`config.mk`:
```
export PLATFORM = sky130hd
export DESIGN_NAME = game_ctrl_flat
export DESIGN_NICKNAME = d
export VERILOG_FILES = /design/src/rtl/game_ctrl_if.sv /design/src/rtl/game_ctrl.sv /design/src/flat_wrapper.sv
export SDC_FILE = /design/constraint.sdc
export NUM_CORES = 1
export LEC_CHECK = 0
export ABC_AREA = 1
export BUFFER_PORTS_ARGS = -buffer_cell sky130_fd_sc_hd__buf_4
export CAP_MARGIN = 20
export CORE_ASPECT_RATIO = 0.7
export CORE_MARGIN = 2
export CORE_UTILIZATION = 50
export DETAILED_ROUTE_END_ITERATION = 7
export GPL_ROUTABILITY_DRIVEN = 0
export HOLD_SLACK_MARGIN = 0.06
export PLACE_DENSITY = 0.75
export SLEW_MARGIN = 25
export SYNTH_ARGS = -nofsm -noshare
export SYNTH_HDL_FRONTEND = slang
export SYNTH_SLANG_ARGS = --single-unit
```
`constraint.sdc`:
```
create_clock -name clk -period 1.5 [get_ports clk]
set_input_delay 0.075 -clock clk [delete_from_list [all_inputs] [get_ports clk]]
set_output_delay 0.075 -clock clk [all_outputs]
set_load 0.05 [all_outputs]
```
`src/rtl/game_ctrl_if.sv`:
```
// ---------------------------------------------------------------------------
// game_ctrl_if : start requests, collision verdicts and round outputs
// Rev 1.0
// ---------------------------------------------------------------------------
`default_nettype none

interface game_ctrl_if #(
  parameter int SCORE_W = 8
);
  logic               tick;
  logic               start_local;
  logic               start_remote;
  logic               won;
  logic               lost;
  logic               draw;
  logic               eaten1;
  logic               eaten2;
  logic [2:0]         mode;
  logic               game_rst;
  logic               game_active;
  logic [SCORE_W-1:0] score1;
  logic [SCORE_W-1:0] score2;

  modport master (
    output tick, start_local, start_remote, won, lost, draw, eaten1, eaten2,
    input  mode, game_rst, game_active, score1, score2
  );

  modport slave (
    input  tick, start_local, start_remote, won, lost, draw, eaten1, eaten2,
    output mode, game_rst, game_active, score1, score2
  );
endinterface

`default_nettype wire

```
`src/rtl/game_ctrl.sv`:
```
// ---------------------------------------------------------------------------
// game_ctrl : MENU -> WAIT_PEER -> GAME -> WIN/LOSE/DRAW -> MENU round sequencer
// Rev 1.0
// ---------------------------------------------------------------------------
`default_nettype none

module game_ctrl #(
  parameter int SCORE_W      = 8,
  parameter int PEER_TIMEOUT = 64,
  parameter int END_HOLD     = 32
) (
  input  wire logic   clk,
  input  wire logic   rst,
  game_ctrl_if.slave  bus
);

  typedef enum logic [2:0] {
    MENU      = 3'd0,
    WAIT_PEER = 3'd1,
    GAME      = 3'd2,
    WIN       = 3'd3,
    LOSE      = 3'd4,
    DRAW      = 3'd5
  } mode_e;

  localparam int CNT_MAX = (PEER_TIMEOUT > END_HOLD) ? PEER_TIMEOUT : END_HOLD;
  localparam int CNT_W   = $clog2(CNT_MAX + 1);
  localparam logic [CNT_W-1:0]   PEER_LIM  = CNT_W'(PEER_TIMEOUT);
  localparam logic [CNT_W-1:0]   HOLD_LIM  = CNT_W'(END_HOLD);
  localparam logic [SCORE_W-1:0] SCORE_MAX = '1;

  mode_e              mode_q, mode_d;
  logic [CNT_W-1:0]   cnt_q, cnt_d;
  logic               peer_rdy_q, peer_rdy_d;
  logic [SCORE_W-1:0] score1_q, score1_d;
  logic [SCORE_W-1:0] score2_q, score2_d;
  logic               game_rst_q, game_rst_d;
  logic               game_active_q, game_active_d;
  logic               arm_q, loc_prev_q, rem_prev_q;

  logic               loc_edge, rem_edge, enter_game;
  logic [CNT_W-1:0]   cnt_inc;

  // arm_q masks the first cycle after reset so a level held through reset is not an edge
  assign loc_edge = arm_q & bus.start_local  & ~loc_prev_q;
  assign rem_edge = arm_q & bus.start_remote & ~rem_prev_q;
  assign cnt_inc  = cnt_q + 1'b1;

  always_comb begin
    mode_d     = mode_q;
    cnt_d      = cnt_q;
    peer_rdy_d = peer_rdy_q;
    score1_d   = score1_q;
    score2_d   = score2_q;
    enter_game = 1'b0;
    game_rst_d = 1'b0;

    case (mode_q)
      MENU: begin
        if (rem_edge) peer_rdy_d = 1'b1;
        if (loc_edge) begin
          mode_d = WAIT_PEER;
          cnt_d  = '0;
        end
      end
      WAIT_PEER: begin
        if (rem_edge || peer_rdy_q) begin
          enter_game = 1'b1;
        end else if (bus.tick) begin
          cnt_d = cnt_inc;
          if (cnt_inc == PEER_LIM) begin
            mode_d     = MENU;
            peer_rdy_d = 1'b0;
            cnt_d      = '0;
          end
        end
      end
      GAME: begin
        cnt_d = '0;
        if (bus.tick) begin
          if (bus.eaten1 && score1_q != SCORE_MAX) score1_d = score1_q + 1'b1;
          if (bus.eaten2 && score2_q != SCORE_MAX) score2_d = score2_q + 1'b1;
          if (bus.draw || (bus.won && bus.lost)) mode_d = DRAW;
          else if (bus.won)                      mode_d = WIN;
          else if (bus.lost)                     mode_d = LOSE;
        end
      end
      WIN, LOSE, DRAW: begin
        if (loc_edge) begin
          mode_d = WAIT_PEER;
          cnt_d  = '0;
        end else if (bus.tick) begin
          cnt_d = cnt_inc;
          if (cnt_inc == HOLD_LIM) begin
            mode_d = MENU;
            cnt_d  = '0;
          end
        end
      end
      default: begin
        mode_d = MENU;
        cnt_d  = '0;
      end
    endcase

    if (enter_game) begin
      mode_d     = GAME;
      game_rst_d = 1'b1;
      score1_d   = '0;
      score2_d   = '0;
      peer_rdy_d = 1'b0;
    end

    game_active_d = (mode_d == GAME);
  end

  always_ff @(posedge clk or posedge rst) begin
    if (rst) begin
      mode_q        <= MENU;
      cnt_q         <= '0;
      peer_rdy_q    <= 1'b0;
      score1_q      <= '0;
      score2_q      <= '0;
      game_rst_q    <= 1'b0;
      game_active_q <= 1'b0;
      arm_q         <= 1'b0;
      loc_prev_q    <= 1'b0;
      rem_prev_q    <= 1'b0;
    end else begin
      mode_q        <= mode_d;
      cnt_q         <= cnt_d;
      peer_rdy_q    <= peer_rdy_d;
      score1_q      <= score1_d;
      score2_q      <= score2_d;
      game_rst_q    <= game_rst_d;
      game_active_q <= game_active_d;
      arm_q         <= 1'b1;
      loc_prev_q    <= bus.start_local;
      rem_prev_q    <= bus.start_remote;
    end
  end

  assign bus.mode        = mode_q;
  assign bus.game_rst    = game_rst_q;
  assign bus.game_active = game_active_q;
  assign bus.score1      = score1_q;
  assign bus.score2      = score2_q;

endmodule

`default_nettype wire

```
`src/flat_wrapper.sv`:
```
// flat-port wrapper written by rule: the top's interface ports become plain ports
module game_ctrl_flat 
#(
  parameter int SCORE_W      = 8,
  parameter int PEER_TIMEOUT = 64,
  parameter int END_HOLD     = 32
)
  (clk, rst, bus_tick, bus_start_local, bus_start_remote, bus_won, bus_lost, bus_draw, bus_eaten1, bus_eaten2, bus_mode, bus_game_rst, bus_game_active, bus_score1, bus_score2);
  game_ctrl_if #(.SCORE_W(SCORE_W)) bus_i ();
  input  wire logic clk;
  input  wire logic rst;
  input wire logic [$bits(bus_i.tick)-1:0] bus_tick;
  input wire logic [$bits(bus_i.start_local)-1:0] bus_start_local;
  input wire logic [$bits(bus_i.start_remote)-1:0] bus_start_remote;
  input wire logic [$bits(bus_i.won)-1:0] bus_won;
  input wire logic [$bits(bus_i.lost)-1:0] bus_lost;
  input wire logic [$bits(bus_i.draw)-1:0] bus_draw;
  input wire logic [$bits(bus_i.eaten1)-1:0] bus_eaten1;
  input wire logic [$bits(bus_i.eaten2)-1:0] bus_eaten2;
  output wire logic [$bits(bus_i.mode)-1:0] bus_mode;
  output wire logic [$bits(bus_i.game_rst)-1:0] bus_game_rst;
  output wire logic [$bits(bus_i.game_active)-1:0] bus_game_active;
  output wire logic [$bits(bus_i.score1)-1:0] bus_score1;
  output wire logic [$bits(bus_i.score2)-1:0] bus_score2;
  assign bus_i.tick = bus_tick;
  assign bus_i.start_local = bus_start_local;
  assign bus_i.start_remote = bus_start_remote;
  assign bus_i.won = bus_won;
  assign bus_i.lost = bus_lost;
  assign bus_i.draw = bus_draw;
  assign bus_i.eaten1 = bus_eaten1;
  assign bus_i.eaten2 = bus_eaten2;
  assign bus_mode = bus_i.mode;
  assign bus_game_rst = bus_i.game_rst;
  assign bus_game_active = bus_i.game_active;
  assign bus_score1 = bus_i.score1;
  assign bus_score2 = bus_i.score2;
  game_ctrl #(.SCORE_W(SCORE_W), .PEER_TIMEOUT(PEER_TIMEOUT), .END_HOLD(END_HOLD)) u_core (.clk(clk), .rst(rst), .bus(bus_i));
endmodule
```
==> results of run 1 <==
## logic make-up after synthesis
group	after synthesis	synth area share, %
buffers and inverters	32	6.589
AND/OR/NAND/NOR	102	28.07
other	1	0.2057
XOR/XNOR	1	0.4805
flip-flops	32	43.93
adder cells (fa/ha/maj)	3	2.059
AO/OA/AOI/OAI	52	18.67
## area by class of cell
cell class | count | area, um2 | share of cell area [%]
Multi-Input combinational cell | 159 | 1164 | 39.61
Sequential cell | 32 | 819.5 | 27.90
Timing Repair Buffer | 83 | 685.7 | 23.34
Inverter | 31 | 125.1 | 4.259
Clock buffer | 7 | 76.32 | 2.598
Tap cell | 50 | 62.56 | 2.129
Clock inverter | 1 | 5.005 | 0.1704
## power breakdown
part | switching [W] | internal (W) | total (W)
clock network | 0.000309 | 0.000325 | 0.000634
logic | 0.00178 | 0.00132 | 0.00310
registers | 0.000204 | 0.00104 | 0.00125
## what timing repair did
item                       4_1_cts  5_1_grt
hold endpoints to repair        34        0
setup endpoints to repair       23       27
hold buffers                     3        0
pin swaps                       11       13
gates resized for setup         22       54
setup buffers                   10        7
## how the worst min path moves through the flow
stage / endpoint / slack (ns) / cells past startpoint / startpoint
2_1_floorplan: u_core.loc_prev_q$_DFF_PP0_ / 0.11 / 0 / bus_start_local
3_3_place_gp: u_core.cnt_q[2]$_DFFE_PP0P_ / -0.01 / 2 / rst
3_5_place_dp: u_core.cnt_q[3]$_DFFE_PP0P_ / -0.01 / 2 / rst
4_1_cts: u_core.bus.mode[2]$_DFF_PP0_ / 0.11 / 4 / bus_won
5_1_grt: u_core.bus.mode[2]$_DFF_PP0_ / 0.17 / 4 / bus_won
6_report: u_core.bus.mode[2]$_DFF_PP0_ / 0.12 / 4 / bus_won
## layer usage
metal	vias up	GRT usage, %	routed length, um
li1	924	-	-
met1	928	31.52	2421
met2	47	44.49	2772
met3	10	4.620	206
met4	0	7.879	70
met5	-	0	0
## critical path: cells and delay by family, from the launching register on
kind / cells / cell delay, ns
simple gates: 8 / 0.72
flops: 1 / 0.37
compound gates: 2 / 0.32
fa+ha+maj: 1 / 0.20
## synthesized netlist by cell type, types with 2 or more instances
cell      number
nand4_1        5
nor3_1         4
nand2_1       42
nor2_1        15
nand2_2        2
a21oi_1       20
ha_1           3
nand3_2        3
o21bai_1       2
nor2_4         2
inv_2          2
inv_1         29
or2_2          2
dfrtp_1       32
nand3_1       17
nor3b_1        2
a211oi_1       2
nor2_2         3
o21ai_2        2
o21ai_0       14
nand2_4        3
o21ai_1        4
o21ai_4        3
## state kept, by name, indices dropped and copies added (netlist names)
signal                  flops
u_core.arm_q                1
u_core.bus.score1           8
u_core.bus.game_active      1
u_core.peer_rdy_q           1
u_core.loc_prev_q           1
u_core.cnt_q                7
u_core.bus.score2           8
u_core.bus.game_rst         1
u_core.rem_prev_q           1
u_core.bus.mode             3
## per-stage QoR
step	hold slack, ns	setup slack, ns	util (%)	total power [W]	setup TNS, ns
after global routing	0.1685	-0.2330	83.62	0.005240	-2.576
final	0.1194	-0.1835	83.62	0.004982	-0.9909
after CTS	0.1101	-0.03651	77.49	0.004501	-0.06086
after detailed placement	-0.01259	-0.1828	70.01	0.003690	-1.269
after global placement	-0.01407	-0.1160	70.01	0.003648	-0.5468
after floorplan	0.1064	-0.1084	-	0.002718	-0.8704
==> summary.txt, run 1 <==
H-tree Lvls = 2
Syn Nets = 236
CTS Buf Count = 5
Mapped Avg Cell Area = 8.175 um2
Max FO, Critical Path = 3
critical path cell sequence = ha_2 -> nand2_2 -> o21ai_1 -> nand2_2 -> nor2_4 -> nand3_2 -> nand2_1 -> nand2_1 -> nand2_1 -> nand2_1 -> o21bai_1
Final Hold Fails = 0
Cells after Synth = 223
grt total ovfl = 0
fraction of registers with async set/reset = 100.0%
Final Critical Period = 1.683 ns
Total GRT Usage = 24.74%
post-route cell area = 2938 um2
PwrDens = 1696 nW/um2
clk sinks = 32
cell mode on critical path = nand2_1
arrival time at the worst endpoint = 1.88 ns
CP required = 1.70 ns
Placement Cell Area = 2460 um2
# setup viols final = 15
layout cell share with drive strength beyond 1 = 57.51%
Crit. Startpoint = u_core.cnt_q[1]$_DFFE_PP0P_
Port Buf Inserts = 30
via count = 1909
crit path capture = u_core.bus.game_active$_DFF_PP0_
Syn-to-layout area delta = 61.15%
fill count = 212
CP endpoint kind = flip-flop
fmax = 0.5940 GHz
post-synth top area share = 43.93%
Core Rows = 18
first-pass GRT wire length = 7852 um
post-synth cell types = 33
vias in the first global route = 1787
PnR worst setup slack = -0.1835 ns
top_reg_cell synth = dfrtp_1
crit path launch type = flip-flop
r2r worst-path depth = 11
Synth area leaders = dfrtp_1 44%, nand2_1 8.6%, inv_1 6.0%
Syn. warnings = 0
Crit Path Class = flip-flop to flip-flop
Ports = 31
CTS max path bufs = 2
Tcrit/Tclk final = 112.2%
Max Slew Vio Count = 0
first drt pass iteration count = 4
failing checks = setup timing
Cell Count Post-Placement = 336
peak supply drop = 1.299 mV
Clock Latency Late Sink = 0.28 ns
sequential-to-total area share from yosys stat = 43.93%
Layout Cells excl Fill = 363
clk slew on worst S/H paths = 0.07 ns
most frequent cells in the layout = 70 x buf_4, 32 x nand2_1, 21 x inv_1
Mapped Area = 1823 um2
commonest non-fill, non-tap cell in the layout = buf_4
Final HPWL DP = 3391 um
FF-to-FF End = u_core.bus.game_active$_DFF_PP0_
drt drc = 0
number of synthesized register bits = 32
diode count = 0
vias per inst = 5.259
DIE AREA = 4153 um2
initial DRC count = 73
Layout Nets = 325
Max-Cap Viols = 0
Routed WL = 5471 um
hold crit path type = input pin to flip-flop
status = finished, violations left
Worst R2R Start = u_core.cnt_q[1]$_DFFE_PP0P_
R2R Setup Slk = -0.18 ns
initial cell density of the core = 51.89%
initial antenna violation count = 0
largest net degree at the start of global routing = 29
chip height = 54.52 um
RSZ-0062 raised after global routing = yes
Yosys top cell by area = dfrtp_1
skew final = 0.007418 ns
CORE AREA = 3513 um2
antenna-violating nets left = 0
DR WL/cell = 15.07 um
TritonCTS clock tree = done
max incr delay on CP = 0.37 ns
Root Driver = clkbuf_8
slowest cell on the critical path = dfrtp_1
LEAKAGE = 1.344 nW
Die X = 76.17 um
EDFF count, synth = 0
(Power assumes the default switching activity.)
==> run 2, diff against run 1 <==
CAP_MARGIN = not set   (was 20)
PLACE_DENSITY = 0.71   (was 0.75)
==> summary.txt, run 2 (synthesis results as in run 1) <==
drt drc = 0 (unchanged)
hold crit path type = input pin to flip-flop
PwrDens = 1792 nW/um2 (+5.7%)
peak supply drop = 1.628 mV (+25%)
first drt pass iteration count = 5 (+1)
Layout Nets = 331 (+1.8%)
Max FO, Critical Path = 3 (unchanged)
Routed WL = 6761 um (+24%)
most frequent cells in the layout = 76 x buf_4, 29 x nand2_1, 23 x inv_1
Final Hold Fails = 0 (unchanged)
Clock Latency Late Sink = 0.29 ns (about the same)
vias in the first global route = 1817 (+1.7%)
failing checks = setup timing
chip height = 54.52 um (unchanged)
clk slew on worst S/H paths = 0.08 ns (about the same)
Syn-to-layout area delta = 68.50%
total negative setup slack = -2.712 ns (-1.721 ns)
antenna-violating nets left = 0 (unchanged)
DR WL/cell = 18.32 um (+22%)
Final HPWL DP = 3418 um (+0.81%)
CP required = 1.71 ns (about the same)
initial cell density of the core = 51.89% (unchanged)
Port Buf Inserts = 30 (unchanged)
Total GRT Usage = 26.14% (+1.4 points)
fmax = 0.5416 GHz (-8.8%)
CORE AREA = 3513 um2 (unchanged)
commonest non-fill, non-tap cell in the layout = buf_4
CTS Buf Count = 5 (unchanged)
via count = 2130 (+12%)
CP endpoint kind = flip-flop
Root Driver = clkbuf_8
first-pass GRT wire length = 8314 um (+5.9%)
H-tree Lvls = 2 (unchanged)
TritonCTS clock tree = done
vias per inst = 5.772 (+9.8%)
CTS max path bufs = 2 (unchanged)
PnR worst setup slack = -0.3463 ns (-0.1628 ns)
final core area utilization = 87.43% (+3.8 points)
skew final = 0.01314 ns (+0.005721 ns)
diode count = 0 (unchanged)
Final Critical Period = 1.846 ns (+0.1628 ns)
initial antenna violation count = 0 (unchanged)
Tcrit/Tclk final = 123.1% (+11 points)
layout cell share with drive strength beyond 1 = 61.13% (+3.6 points)
Max-Cap Viols = 0 (unchanged)
status = finished, violations left
arrival time at the worst endpoint = 2.05 ns (+0.17 ns)
Crit Path Class = flip-flop to flip-flop
post-route cell area = 3072 um2 (+4.6%)
clk sinks = 32 (unchanged)
grt total ovfl = 0 (unchanged)
RSZ-0062 raised after global routing = yes
initial DRC count = 249 (+240%)
crit path launch type = flip-flop
R2R Setup Slk = -0.35 ns (-0.16 ns)
Die X = 76.17 um (unchanged)
Max Slew Vio Count = 0 (unchanged)
Ports = 31 (unchanged)
largest net degree at the start of global routing = 33 (+14%)
Placement Cell Area = 2480 um2 (+0.81%)
DIE AREA = 4153 um2 (unchanged)
Core Rows = 18 (unchanged)
LEAKAGE = 1.461 nW (+8.7%)
# setup viols final = 21 (+6)
-- run 2: cell types whose count changed in the layout (fill, tap and decap cells not counted), moves of 2 or more --
| cell | before | now |
|---|---|---|
| inv_1 | 21 | 23 |
| nand2_4 | 5 | 10 |
| inv_2 | 7 | 5 |
| buf_12 | 2 | 0 |
| nand3_1 | 9 | 7 |
| a21oi_4 | 1 | 3 |
| a21oi_1 | 12 | 10 |
| clkbuf_8 | 5 | 7 |
| buf_6 | 8 | 10 |
| buf_4 | 70 | 76 |
| clkbuf_1 | 2 | 0 |
| nand2_1 | 32 | 29 |
| nand3_2 | 8 | 10 |
-- run 2: final timing paths --
| kind | start | endpoint | depth (start not counted) |
|---|---|---|---|
| max | u_core.cnt_q[1]$_DFFE_PP0P_ | u_core.bus.game_active$_DFF_PP0_ | 11 |
| min | bus_won | u_core.bus.mode[2]$_DFF_PP0_ | 4 |
| max reg2reg | u_core.cnt_q[1]$_DFFE_PP0P_ | u_core.bus.game_active$_DFF_PP0_ | 11 |
| min reg2reg | u_core.bus.score2[4]$_DFFE_PP0P_ | u_core.bus.score2[4]$_DFFE_PP0P_ | 1 |
| max in group asynchronous | rst | u_core.bus.mode[2]$_DFF_PP0_ | 4 |
| min in group asynchronous | rst | u_core.bus.game_active$_DFF_PP0_ | 4 |
-- run 2: through the flow --
| stage | cells | hold WS, ns | setup WS (ns) | power, W |
|---|---|---|---|---|
| finish | 369 | 0.1600 | -0.3463 | 0.005504 |
| global route | 369 | 0.1577 | -0.3705 | 0.005709 |
| CTS | 361 | 0.1033 | -0.04107 | 0.004804 |
| detailed placement | 342 | 0.1942 | -0.2115 | 0.003673 |
| global placement | 342 | 0.1887 | -0.1026 | 0.003635 |
| floorplan | 223 | 0.1064 | -0.1084 | 0.002718 |
-- run 2: area by class of cell --
class                   count  area (um2)
well taps                  50       62.56
clock buffers               7       96.34
multi-input cells         159        1226
repair buffers             89       713.2
inverters                  31       123.9
clock inverters             1       30.03
flip-flops and latches     32       819.5
fillers                   166       441.7
-- run 2: what timing repair did --
item,CTS,global route
setup buffers,8,8
hold endpoints to repair,34,0
pin swaps,12,21
resized for setup,27,65
hold buffers,3,0
endpoints found under the setup margin,27,27
-- run 2: worst max-delay path, cell delays in order (launching register included) --
cell and delay (ns):
dfrtp_1 0.38, ha_2 0.22, nand2_4 0.08, o21bai_1 0.22, nand2_2 0.12, nor2_4 0.15
nand3_2 0.11, nand2_1 0.09, nand2_1 0.08, nand2_2 0.08, nand2_1 0.05, o21bai_1 0.18
-- run 2: metal layers --
| metal | vias to the layer above | track usage, % | part of all wire [%] |
|---|---|---|---|
| met5 | - | 0 | 0 |
| met4 | 0 | 9.697 | 2.6 |
| met3 | 22 | 6.766 | 7.2 |
| met2 | 125 | 43.45 | 50 |
| met1 | 1047 | 34.06 | 40 |
| li1 | 936 | - | - |
-- run 2: power by group --
| group | internal (W) | switching [W] |
|---|---|---|
| registers | 0.00104 | 0.000238 |
| logic | 0.00136 | 0.00192 |
| clock network | 0.000587 | 0.000360 |
==> run 3, diff against run 2 <==
CTS_CLUSTER_SIZE = 20   (was not set)
clock period = 1.6 ns   (was 1.5 ns; I/O delays follow)
==> summary.txt, run 3 (synthesis results as in run 1) <==
Die X = 76.17 um (unchanged)
Max-Cap Viols = 0 (unchanged)
Final Hold Fails = 0 (unchanged)
Layout Cells excl Fill = 349 (-5.4%)
crit path launch type = flip-flop
Crit path max-delay family = compound AO/OA/AOI/OAI gates
chip height = 54.52 um (unchanged)
# setup viols final = 1 (-95%)
PnR worst setup slack = -0.02078 ns (+0.3255 ns)
cell mode on critical path = nand2_2
Buf/Inv on CP = 0 (unchanged)
Ports = 31 (unchanged)
Max FO, Critical Path = 3 (unchanged)
CTS Buf Count = 5 (unchanged)
fmax = 0.6170 GHz (+14%)
Core Rows = 18 (unchanged)
Max Slew Vio Count = 0 (unchanged)
vias per inst = 5.189 (-10%)
H-tree Lvls = 2 (unchanged)
largest net degree at the start of global routing = 33 (unchanged)
LEAKAGE = 1.239 nW (-15%)
DIE AREA = 4153 um2 (unchanged)
CTS max path bufs = 2 (unchanged)
fill count = 254 (+53%)
first drt pass iteration count = 4 (-1)
Root Driver = clkbuf_8
Final Critical Period = 1.621 ns (-0.2255 ns)
Final HPWL DP = 3096 um (-9.4%)
TritonCTS clock tree = done
drt drc = 0 (unchanged)
grt total ovfl = 0 (unchanged)
Crit Path Class = flip-flop to flip-flop
PwrDens = 1594 nW/um2 (-11%)
initial antenna violation count = 0 (unchanged)
Cell Count Post-Placement = 323 (-5.6%)
total power = 0.004275 W (-22%)
clk sinks = 32 (unchanged)
first-pass GRT wire length = 7065 um (-15%)
peak supply drop = 1.020 mV (-37%)
pre-CTS WS = -0.05748 ns (+0.1540 ns)
CP required = 1.77 ns (+0.06 ns)
Tcrit/Tclk final = 101.3% (-22 points)
slowest cell on the critical path = dfrtp_1
diode count = 0 (unchanged)
Port Buf Inserts = 30 (unchanged)
max incr delay on CP = 0.36 ns (-0.02 ns)
CORE AREA = 3513 um2 (unchanged)
status = finished, violations left
most frequent cells in the layout = 66 x buf_4, 33 x nand2_1, 23 x inv_1
Layout Nets = 312 (-5.7%)
layout cell share with drive strength beyond 1 = 48.16% (-13 points)
critical path cell sequence = ha_2 -> nand2_2 -> o21ai_1 -> nand2_2 -> nor2_4 -> nand3_2 -> a21oi_1 -> o21bai_1
CP endpoint kind = flip-flop
RSZ-0062 raised after global routing = yes
initial cell density of the core = 51.89% (unchanged)
arrival time at the worst endpoint = 1.79 ns (-0.26 ns)
via count = 1811 (-15%)
Routed WL = 4874 um (-28%)
failing checks = setup timing
Clock Latency Late Sink = 0.29 ns (about the same)
vias in the first global route = 1598 (-12%)
final hold slack = 0.08929 ns (-0.07071 ns)
commonest non-fill, non-tap cell in the layout = buf_4
Placement Cell Area = 2282 um2 (-8.0%)
antenna-violating nets left = 0 (unchanged)
hold crit path type = input pin to flip-flop
clk slew on worst S/H paths = 0.07 ns (about the same)
post-route cell area = 2683 um2 (-13%)
DR WL/cell = 13.97 um (-24%)
initial DRC count = 112 (-55%)
Syn-to-layout area delta = 47.15%
Total GRT Usage = 22.13% (-4.0 points)
skew final = 0.005810 ns (-0.007330 ns)
run 3: stage by stage:
| stage | TNS, ns | util, % |
|---|---|---|
| global route | -1.046 | 76.35 |
| floorplan | -0.04917 | - |
| global placement | -0.006743 | 64.96 |
| finish | -0.02078 | 76.35 |
| CTS | 0 | 69.44 |
| detailed placement | -0.09707 | 64.96 |
run 3: metal layers:
metal | part of all wire, % | vias to the layer above | track usage [%]
met5 | 0 | - | 0
met4 | 1.6 | 0 | 8.182
li1 | - | 903 | -
met3 | 4.6 | 7 | 5.116
met1 | 47 | 855 | 30.28
met2 | 47 | 46 | 35.42
run 3: area by class of cell:
type	instances	area (um2)	area share, %
Clock buffer	7	96.34	3.591
Sequential cell	32	815.8	30.41
Timing Repair Buffer	70	536.8	20.01
Tap cell	50	62.56	2.332
Inverter	31	118.9	4.431
Multi-Input combinational cell	159	1052	39.23
run 3: path summary, 6_finish.rpt:
check / from / endpoint / slack [ns] / depth (start not counted)
min: bus_won / u_core.bus.mode[2]$_DFF_PP0_ / 0.09 / 4
max: u_core.cnt_q[0]$_DFFE_PP0P_ / u_core.bus.game_active$_DFF_PP0_ / -0.02 / 8
min in group asynchronous: rst / u_core.cnt_q[0]$_DFFE_PP0P_ / 0.43 / 4
min reg2reg: u_core.bus.score2[4]$_DFFE_PP0P_ / u_core.bus.score2[4]$_DFFE_PP0P_ / 0.49 / 1
max reg2reg: u_core.cnt_q[0]$_DFFE_PP0P_ / u_core.bus.game_active$_DFF_PP0_ / -0.02 / 8
max in group asynchronous: rst / u_core.bus.score1[0]$_DFFE_PP0P_ / 0.84 / 4
run 3: worst min-delay path: cells and delay by family:
family / cells / cell delay [ns]
AO/OA/AOI/OAI: 1 / 0.07
buffers and inverters: 1 / 0.09
AND/OR/NAND/NOR: 2 / 0.10
run 3: repair_timing:
item                                   4_1_cts  5_1_grt
gates cloned                                 0        0
buffers inserted                             0       16
resized for setup                            8       42
endpoints found under the hold margin       34        0
hold buffers                                 3        0
setup endpoints to repair                    6       23
pin swaps                                    1       19
run 3: power breakdown:
group	switching [W]	leakage, nW	internal, W
logic	0.00148	0.776	0.000956
registers	0.000184	0.413	0.000977
clock network	0.000300	0.0503	0.000383
total	0.00196	1.24	0.00232
